$ cat config.mk
export PLATFORM = sky130hd
export DESIGN_NAME = e_select_serializer
export DESIGN_NICKNAME = d
export VERILOG_FILES = /design/src/rtl/e_pkg.sv /design/src/rtl/e_lsb_encoder.sv /design/src/rtl/e_select_serializer.sv
export SDC_FILE = /design/constraint.sdc
export NUM_CORES = 1
export LEC_CHECK = 0
export CORE_MARGIN = 4
export CORE_UTILIZATION = 35
export CTS_CLUSTER_SIZE = 28
export DETAILED_ROUTE_END_ITERATION = 12
export GPL_ROUTABILITY_DRIVEN = 0
export PLACE_DENSITY_LB_ADDON = 0.25
export SYNTH_ARGS = -nofsm -noshare
export SYNTH_HDL_FRONTEND = slang
export SYNTH_SLANG_ARGS = --single-unit
$ cat constraint.sdc
create_clock -name clk -period 2 [get_ports clk]
set_clock_uncertainty 0.1 [all_clocks]
set_input_delay 0.4 -clock clk [delete_from_list [all_inputs] [get_ports clk]]
set_output_delay 0.4 -clock clk [all_outputs]
set_load 0.02 [all_outputs]
$ cat src/rtl/e_pkg.sv
// Shared defaults and types for the e select-chain serializer.
package e_pkg;

   localparam int unsigned CELLS_N_DEF = 8;
   localparam int unsigned BEAT_W_DEF  = 4;
   localparam int unsigned IDX_W_DEF   = $clog2(CELLS_N_DEF);

   typedef logic [IDX_W_DEF-1:0]  idx_t;
   typedef logic [BEAT_W_DEF-1:0] beat_t;

endpackage

$ cat src/rtl/e_lsb_encoder.sv
// Lowest-set-bit encoder: index, isolated one-hot bit and single-bit flag of a mask.
module e_lsb_encoder
   import e_pkg::*;
#(
   parameter int unsigned CELLS_N = CELLS_N_DEF
) (
   input  logic [CELLS_N-1:0]         mask_i,
   output logic [$clog2(CELLS_N)-1:0] idx_o,
   output logic [CELLS_N-1:0]         onehot_o,
   output logic                       single_o
);

   localparam int unsigned IDX_W = $clog2(CELLS_N);

   // Scan from the top so the lowest set bit wins.
   always_comb begin
      idx_o = '0;
      for (int i = CELLS_N - 1; i >= 0; i--) begin
         if (mask_i[i]) idx_o = IDX_W'(i);
      end
   end

   assign onehot_o = mask_i & (~mask_i + CELLS_N'(1));
   assign single_o = (|mask_i) & ~(|(mask_i & (mask_i - CELLS_N'(1))));

endmodule

$ cat src/rtl/e_select_serializer.sv
// Turns per-beat select vectors into a ready/valid stream of set-bit indices, lowest first.
module e_select_serializer
   import e_pkg::*;
#(
   parameter int unsigned CELLS_N = CELLS_N_DEF,
   parameter int unsigned BEAT_W  = BEAT_W_DEF
) (
   input  logic                       clk,
   input  logic                       rst,
   input  logic                       in_vld_i,
   input  logic [CELLS_N-1:0]         in_sel_i,
   output logic                       in_rdy_o,
   output logic                       out_vld_o,
   output logic [$clog2(CELLS_N)-1:0] out_idx_o,
   output logic                       out_last_o,
   output logic [BEAT_W-1:0]          out_beat_o,
   input  logic                       out_rdy_i
);

   localparam int unsigned IDX_W = $clog2(CELLS_N);

   logic [CELLS_N-1:0] mask_q, mask_d;
   logic [BEAT_W-1:0]  beat_q, beat_d;
   logic [BEAT_W-1:0]  tag_q, tag_d;
   logic [CELLS_N-1:0] lsb_onehot;
   logic [IDX_W-1:0]   lsb_idx;
   logic               lsb_single;
   logic               out_fire;
   logic               in_fire;

   e_lsb_encoder #(.CELLS_N(CELLS_N)) u_lsb_encoder (
      .mask_i   (mask_q),
      .idx_o    (lsb_idx),
      .onehot_o (lsb_onehot),
      .single_o (lsb_single)
   );

   // DRAIN is simply a nonzero pending mask.
   assign out_vld_o  = |mask_q;
   assign out_idx_o  = lsb_idx;
   assign out_last_o = lsb_single;
   assign out_beat_o = tag_q;
   assign in_rdy_o   = ~rst & (~out_vld_o | (out_rdy_i & lsb_single));

   assign out_fire = out_vld_o & out_rdy_i;
   assign in_fire  = in_vld_i & in_rdy_o;

   // A new beat overrides the mask, which lets it follow the last index with no bubble.
   always_comb begin
      mask_d = mask_q;
      beat_d = beat_q;
      tag_d  = tag_q;
      if (out_fire) mask_d = mask_q & ~lsb_onehot;
      if (in_fire) begin
         mask_d = in_sel_i;
         beat_d = beat_q + BEAT_W'(1);
         if (|in_sel_i) tag_d = beat_q;
      end
   end

   always_ff @(posedge clk) begin
      if (rst) begin
         mask_q <= '0;
         beat_q <= '0;
         tag_q  <= '0;
      end else begin
         mask_q <= mask_d;
         beat_q <= beat_d;
         tag_q  <= tag_d;
      end
   end

endmodule
# ---- Word level (Yosys, flattened, before mapping)
# Cells that the tools add are included.
# W data, S select, Z words.
dict set report totals {
  elab_cells 35
  output_inout_bits 10
  ff_bits 16
  in_bits 12
}
dict set report op_classes {
  n_mux 10
  add_sub_neg 3
  n_reduce_logical 5
  bitwise_logic 14
}
# cell n
set op_table {}
lappend op_table {{$and A8 B8 Y8} 3}
lappend op_table {{$mux W3} 8}
lappend op_table {{$reduce_or A8 Y1} 3}
lappend op_table {{$mux W8} 2}
lappend op_table {{$not A8 Y8} 2}
lappend op_table {{$add A8 B1 Y8 const B} 1}
lappend op_table {{$sub A8 B1 Y8 const B} 1}
lappend op_table {{$and A1 B1 Y1} 5}
lappend op_table {{$add A4 B1 Y4 const B} 1}
lappend op_table {{$not A1 Y1} 3}
lappend op_table {{$reduce_and A2 Y1} 1}
lappend op_table {{$reduce_bool A2 Y1} 1}
lappend op_table {{$or A1 B1 Y1} 1}

# ---- Logic depth before layout (Yosys ltp)
# Gate-level depths: netlist of the first run.
dict set report logic_depth {
  word_depth 10
  depth_mapped 7
}

# ---- Hierarchy
# Synthesis of the first run repeated with hierarchy kept, for this count alone.
dict set report unflattened {
  cells_unflattened 127
  hier_area_um2 1003.5
}
# module area_each_um2 seq_area_each_um2 cells_each instances
set by_module_without_submodules {}
lappend by_module_without_submodules {e_select_serializer 778.2 320.3 94 1}
lappend by_module_without_submodules {e_lsb_encoder 225.2 0.0 33 1}

# ---- Least setup slack after synthesis of the first run
# OpenSTA, ideal clock, no wires.
dict set report synth_timing {
  kind {register -> output}
  startpoint {register mask_q[4]}
  endpoint {output out_last_o}
  arrival_time_ps 1741
  n_path_buf 1
  path_stages_with_launch 7
  path_slack_ps -241
  cell_sequence {dfxtp_1 -> buf_4 -> or4_4 -> or3_1 -> nor2_1 -> mux2i_1 -> nor2_1}
}
dict set report synth_between {
  elab_chain_cells 5
}
# element line_no
set synth_lines {}
lappend synth_lines {{from (decl)} e_select_serializer.sv:22} ;# logic [CELLS_N-1:0] mask_q, mask_d;
lappend synth_lines {{from (signal assigned)} e_select_serializer.sv:67} ;# mask_q <= mask_d;
lappend synth_lines {{$sub A8 B1 Y8} e_lsb_encoder.sv:24} ;# assign single_o = (|mask_i) & ~(|(mask_i & (mask_i - CELLS_N'(1))));
lappend synth_lines {{$and A8 B8 Y8} e_lsb_encoder.sv:24}
lappend synth_lines {{$reduce_or A8 Y1} e_lsb_encoder.sv:24}
lappend synth_lines {{$not A1 Y1} e_lsb_encoder.sv:24}
lappend synth_lines {{$and A1 B1 Y1 (*)} e_lsb_encoder.sv:24}
lappend synth_lines {{to (decl)} e_select_serializer.sv:15} ;# output logic out_last_o,
# Mark *: on every way between the ends. The rest lies on a longest branch, timed or not.

# ---- Worst setup path in the final report of the first run
# Ends and elaborated chain as after synthesis.

==> results.py, run 1 <==
metrics = {
    "timing": {
        "setup-tns-final_ps": -2480,
        "worst_pin_slew_ps": 329,
        "finalCritPeriodShare_pct": 122,
        "finalWorstSetupSlack_ps": -435,
        "rsz0062_at_grt": "true",
        "fin_crit_ps": 2440,
        "hold_viol": 0,
        "relSlewSlack_pct": 78.1,
        "finalMaxSlewViolations": 0,
        "setup_violations": 18,
        "max_clock_freq_mhz": 411,
    },
    "yosys": {
        "ys_types": 43,
        "synth_enable_flop_cells": 0,
        "synthArstFlopShare_pct": 0,
        "syn_area_sq_um": 1080,
        "syn_nets": 149,
        "yosys_warnings": 0,
        "synth-seq-area-share_pct": 29.6,
        "synthCells": 136,
        "ys.flop_type": "dfxtp_1",
        "synth.avg_cell_area_sq_um": 7.96,
        "synth_seq_cells": 16,
    },
    "place": {
        "port_buffers": 21,
        "hpwl_mm": 2.47,
        "dp_cells": 214,
    },
    "cells_and_area": {
        "nets": 206,
        "drive_gt1_share_pct": 39.1,
        "area_delta_synth_final_pct": 52.7,
        "diodes": 0,
        "finalNonFillerCells": 223,
    },
    "power_and_ir_drop": {
        "pwr_density_cell_nw_per_um2": 1660,
        "p_total_uw": 2740,
        "cellLeakagePower_uw": 0.000741,
        "ir_drop_mv": 0.709,
    },
    "grt": {
        "grt_max_degree": 12,
        "grt-ovfl-total": 0,
        "first_global_vias": 1321,
        "antenna_found_initial": 0,
        "grt.total_usage_pct": 18.2,
        "grt_pass1_wl_mm": 5.95,
    },
    "worst_hold_path": {
        "hp-class": "flip-flop to flip-flop",
    },
    "run": {
        "maxCapViolCount": 0,
    },
    "floorplanning": {
        "pin_count": 22,
        "die_h_microns": 63.6,
        "die_w_microns": 63.6,
        "coreArea_sq_um": 2850,
        "num_rows": 19,
        "die_area_sq_um": 4050,
        "start_util_pct": 37.9,
    },
    "worst_setup_path": {
        "end_kind": "output port",
        "cp-start-kind": "flip-flop",
        "cp_max_fo": 3,
        "crit_required_ps": 1500,
        "worstSetupPathType": "flip-flop to output port",
        "cp.arrival_ps": 1940,
    },
    "drt": {
        "wl_per_cell_microns": 15.6,
        "vias": 1252,
        "via_per_inst": 5.61,
        "dr.pass1.iters": 4,
        "antenna_left": 0,
        "drtIter0Drc": 77,
        "drt-total-wl_mm": 3.48,
        "drc": 0,
    },
    "clock_network": {
        "clock-root-buffer": "clkbuf_4",
        "cts_buffers": 3,
        "clk_pin_slew_ps": 110,
        "htreeDepth": 1,
        "cts_tree": "done",
        "cts_buffer_depth": 2,
        "worstSkewPairLatency_ps": 300,
        "clock-sinks": 16,
    },
    "outcome": {
        "outcome": "complete, but fails checks",
        "violations": "setup timing",
    },
}
==> cell usage in the layout (no fill, tap or decap), types with 5 or more instances in the layout <==
cell             instances
buf_4                   42
nand2_1                 14
clkdlybuf4s50_1         14
dfxtp_1                 13
nor2_1                   9
a21oi_1                  7
o21ai_0                  7
inv_1                    6
nand3_1                  6
nor3_1                   5
==> report_power, final <==
part | leakage, uW | switching [uW] | internal [uW]
Combinational | 0.000588 | 972 | 1020
Sequential | 0.000132 | 97.1 | 423
Clock | 0.0000210 | 113 | 111
==> layout make-up <==
type | count | area (sq um)
Fill cell | 266 | 1200
Multi-Input combinational cell | 103 | 714
Timing Repair Buffer | 63 | 517
Sequential cell | 16 | 324
Tap cell | 31 | 38.8
Clock buffer | 4 | 36.3
Inverter | 6 | 22.5
==> registers in the layout, indices dropped and copies added (netlist names) <==
register and count:
beat_q 4, mask_q 8, out_beat_o 4
==> final timing paths <==
kind	slack, ps	start	cells past startpoint	end
max	-440	mask_q[4]	6	out_last_o
min	420	beat_q[0]	1	beat_q[0]
max reg2reg	-180	mask_q[4]	7	beat_q[1]
min reg2reg	420	beat_q[0]	1	beat_q[0]
==> cell usage after synthesis, types with 3 or more instances <==
master / n / area share (%)
nor2_1: 11 / 3.8
nand3_1: 6 / 2.8
nand2_1: 14 / 4.9
or4b_2: 4 / 3.7
buf_6: 3 / 3.1
o2bb2ai_1: 3 / 2.4
nor3_1: 6 / 2.8
nor2b_1: 3 / 1.7
clkbuf_1: 4 / 1.4
buf_2: 3 / 1.4
o21ai_0: 9 / 4.2
inv_1: 6 / 2.1
a32oi_1: 4 / 3.2
a21oi_1: 7 / 3.2
dfxtp_1: 16 / 30
a32o_1: 3 / 2.8
==> cell families (layout without fill, tap and decap cells) <==
kind of cell / after synthesis / count (layout) / synth area share, %
compound gates: 35 / 35 / 22.4
xor+xnor: 1 / 1 / 0.809
fa+ha+maj: 2 / 2 / 2.08
buf+inv: 18 / 73 / 9.36
flops: 16 / 16 / 29.6
mux: 3 / 3 / 3.24
simple gates: 61 / 62 / 32.5
==> layer usage <==
layer  wire [microns]  up-vias  track usage (%)
met5                0        -                0
met4               77        0             7.01
met3              157        8             4.44
met2             1800       36             32.3
met1             1440      590             20.8
li1                 -      618                -
==> repair_timing <==
action                     4_1_cts  5_1_grt
gates cloned                     1        0
pin swaps                        3        3
hold buffers                     0        0
gates resized for setup         34       12
setup endpoints to repair       21       22
setup buffers                    4        0
==> worst max-delay path, stage by stage, from the launching register on <==
cell and delay [ps]:
dfxtp_1 330, or4_4 570, or3_4 350, nor2_1 90, mux2i_1 90, nor2_2 80, buf_4 140
==> metrics by stage <==
step	worst slack (ps)	util (%)	hold WS, ps	area [sq um]
after floorplan	-165	-	360	1090
after global placement	-720	54.1	380	1540
after detailed placement	-726	54.1	405	1540
after CTS	-454	57.3	427	1630
after global routing	-539	57.9	479	1650
final	-435	57.9	421	1650
Note: power is estimated with default switching activity, not from simulation.
==> run 2: changes to the inputs <==
--- a/config.mk
+++ b/config.mk
@@ -5,7 +5,8 @@
 export SDC_FILE = /design/constraint.sdc
 export NUM_CORES = 1
 export LEC_CHECK = 0
-export CORE_MARGIN = 4
+export CAP_MARGIN = 15
+export CORE_MARGIN = 3
 export CORE_UTILIZATION = 35
 export CTS_CLUSTER_SIZE = 28
 export DETAILED_ROUTE_END_ITERATION = 12
==> run 2 against run 1 <==
Sequential share of layout area grew 0.46 points; critical path depth is the same; the run still ends with setup timing left; final area shrank 1.9%; register-to-register slack is essentially flat; count of clock-buffer cells in the layout shrank 1; power shrank 2.7%; maximum frequency grew 1.4%; final cell count shrank 1.8%.
==> results.py, run 2 (same netlist as run 1, synthesis figures left out) <==
metrics = {
    "place": {
        "dpl_cell_area_sq_um": 1540,
        "hpwl_mm": 2.39,
        "port_buffers": 21,
        "pre_cts_ws_ps": -717,
    },
    "outcome": {
        "outcome": "complete, but fails checks",
        "violations": "setup timing",
    },
    "worst_setup_path": {
        "crit_path_max_incr_delay_ps": 570,
        "cp.buffers_inverters": 1,
        "cp.arrival_ps": 1900,
        "slowest_stage": "or4_4",
        "cp-start-kind": "flip-flop",
        "reg2regPathDepth": 7,
        "cp_max_fo": 3,
        "end_kind": "output port",
        "crit_top_cell": "nor2_2",
        "cp.depth": 6,
        "worstPathCellList": "or4_4 > or3_4 > nor2_2 > mux2i_1 > nor2_2 > buf_6",
        "crit_required_ps": 1500,
        "path_delay_family": "simple AND/OR/NAND/NOR gates",
        "worstSetupPathType": "flip-flop to output port",
    },
    "timing": {
        "finalWorstSetupSlack_ps": -401,
        "setup_violations": 18,
        "worst_pin_slew_ps": 322,
        "max_clock_freq_mhz": 417,
        "relSlewSlack_pct": 78.5,
        "fin_crit_ps": 2400,
        "rsz0062_at_grt": "true",
        "finalMaxSlewViolations": 0,
        "hold_viol": 0,
        "finalCritPeriodShare_pct": 120,
    },
    "drt": {
        "drc": 0,
        "via_per_inst": 5.38,
        "routed.top_layer": "met4",
        "drtIter0Drc": 61,
        "dr_wl_met2_mm": 1.56,
        "wl_per_cell_microns": 14.1,
        "antenna_left": 0,
        "dr.pass1.iters": 4,
        "vias": 1179,
        "wl_met3_microns": 103,
        "wl_met1_mm": 1.38,
        "drt-total-wl_mm": 3.09,
    },
    "cells_and_area": {
        "stdcell_area_sq_um": 1620,
        "largest_reg_flops": 8,
        "layout_commonest_cell": "buf_4",
        "diodes": 0,
        "regMostFlops": "mask_q",
        "final_cell_mix": "buf_4 (34), nand2_1 (14), clkdlybuf4s50_1 (14), dfxtp_1 (12)",
        "final_util_pct": 56.8,
        "drive_gt1_share_pct": 38.3,
        "nets": 203,
        "area_delta_synth_final_pct": 49.8,
    },
    "grt": {
        "antenna_found_initial": 0,
        "grt_max_degree": 12,
        "grt_pass1_wl_mm": 5.02,
        "grt-ovfl-total": 0,
        "first_global_vias": 1143,
        "grt.total_usage_pct": 17.7,
    },
    "power_and_ir_drop": {
        "ir_drop_mv": 0.603,
        "power_switching_uw": 1140,
        "power_frac_seq_pct": 19.5,
        "pwr_density_cell_nw_per_um2": 1640,
        "p_clk_share_pct": 6.4,
        "p_sw_share_pct": 43.0,
        "intPower_uw": 1520,
        "pwr-share-comb_pct": 74.1,
        "p_total_uw": 2660,
        "cellLeakagePower_uw": 0.000713,
    },
    "clock_network": {
        "clock-sinks": 16,
        "cts_buffer_depth": 2,
        "ctsHoldBuffers": 0,
        "cts_buffers": 3,
        "worstSkewPairLatency_ps": 280,
        "htreeDepth": 1,
        "clk_pin_slew_ps": 90,
        "clock-root-buffer": "clkbuf_4",
        "cts_tree": "done",
    },
    "worst_hold_path": {
        "hp-class": "flip-flop to flip-flop",
        "min_path_cells": 1,
    },
    "floorplanning": {
        "pin_count": 22,
        "num_rows": 19,
        "die_area_sq_um": 3800,
        "coreArea_sq_um": 2850,
        "die_h_microns": 61.6,
        "start_util_pct": 37.9,
        "die_w_microns": 61.6,
    },
    "run": {
        "maxCapViolCount": 0,
    },
}
[run 2: cell type report]
type / count / area, sq um
Clock buffer: 3 / 22.5
Fill cell: 278 / 1230
Inverter: 6 / 22.5
Multi-Input combinational cell: 102 / 698
Sequential cell: 16 / 325
Tap cell: 31 / 38.8
Timing Repair Buffer: 61 / 514
[run 2: metrics by stage]
step           TNS [ps]  hold WS [ps]  cells
2_1_floorplan      -297           360    136
3_3_place_gp      -7550           380    213
3_5_place_dp      -8040           394    213
4_1_cts           -3020           413    218
5_1_grt           -3720           448    219
6_report          -2310           414    219
[run 2: metal layers]
layer	vias to the layer above	GRT usage, %
met5	-	0
met4	0	6.67
met3	4	2.10
met2	24	30.8
met1	543	22.2
li1	608	-
[run 2: path summary, 6_finish.rpt]
| kind | endpoint | slack, ps | startpoint |
|---|---|---|---|
| max | out_last_o | -400 | mask_q[4] |
| min | beat_q[0] | 410 | beat_q[0] |
| max reg2reg | beat_q[1] | -190 | mask_q[4] |
| min reg2reg | beat_q[0] | 410 | beat_q[0] |
[run 2: power groups by stage]
stage	Sequential, uW	Clock [uW]	Combinational, uW
after CTS	508	182	1850
after global placement	503	0	1830
final	520	171	1970
after floorplan	486	0	1100
after detailed placement	509	0	1860
after global routing	533	193	2130
[run 2: what timing repair did]
action / in CTS / in global routing
pin swaps: 5 / 3
resized for setup: 31 / 19
buffers inserted: 2 / 1
setup endpoints to repair: 20 / 21
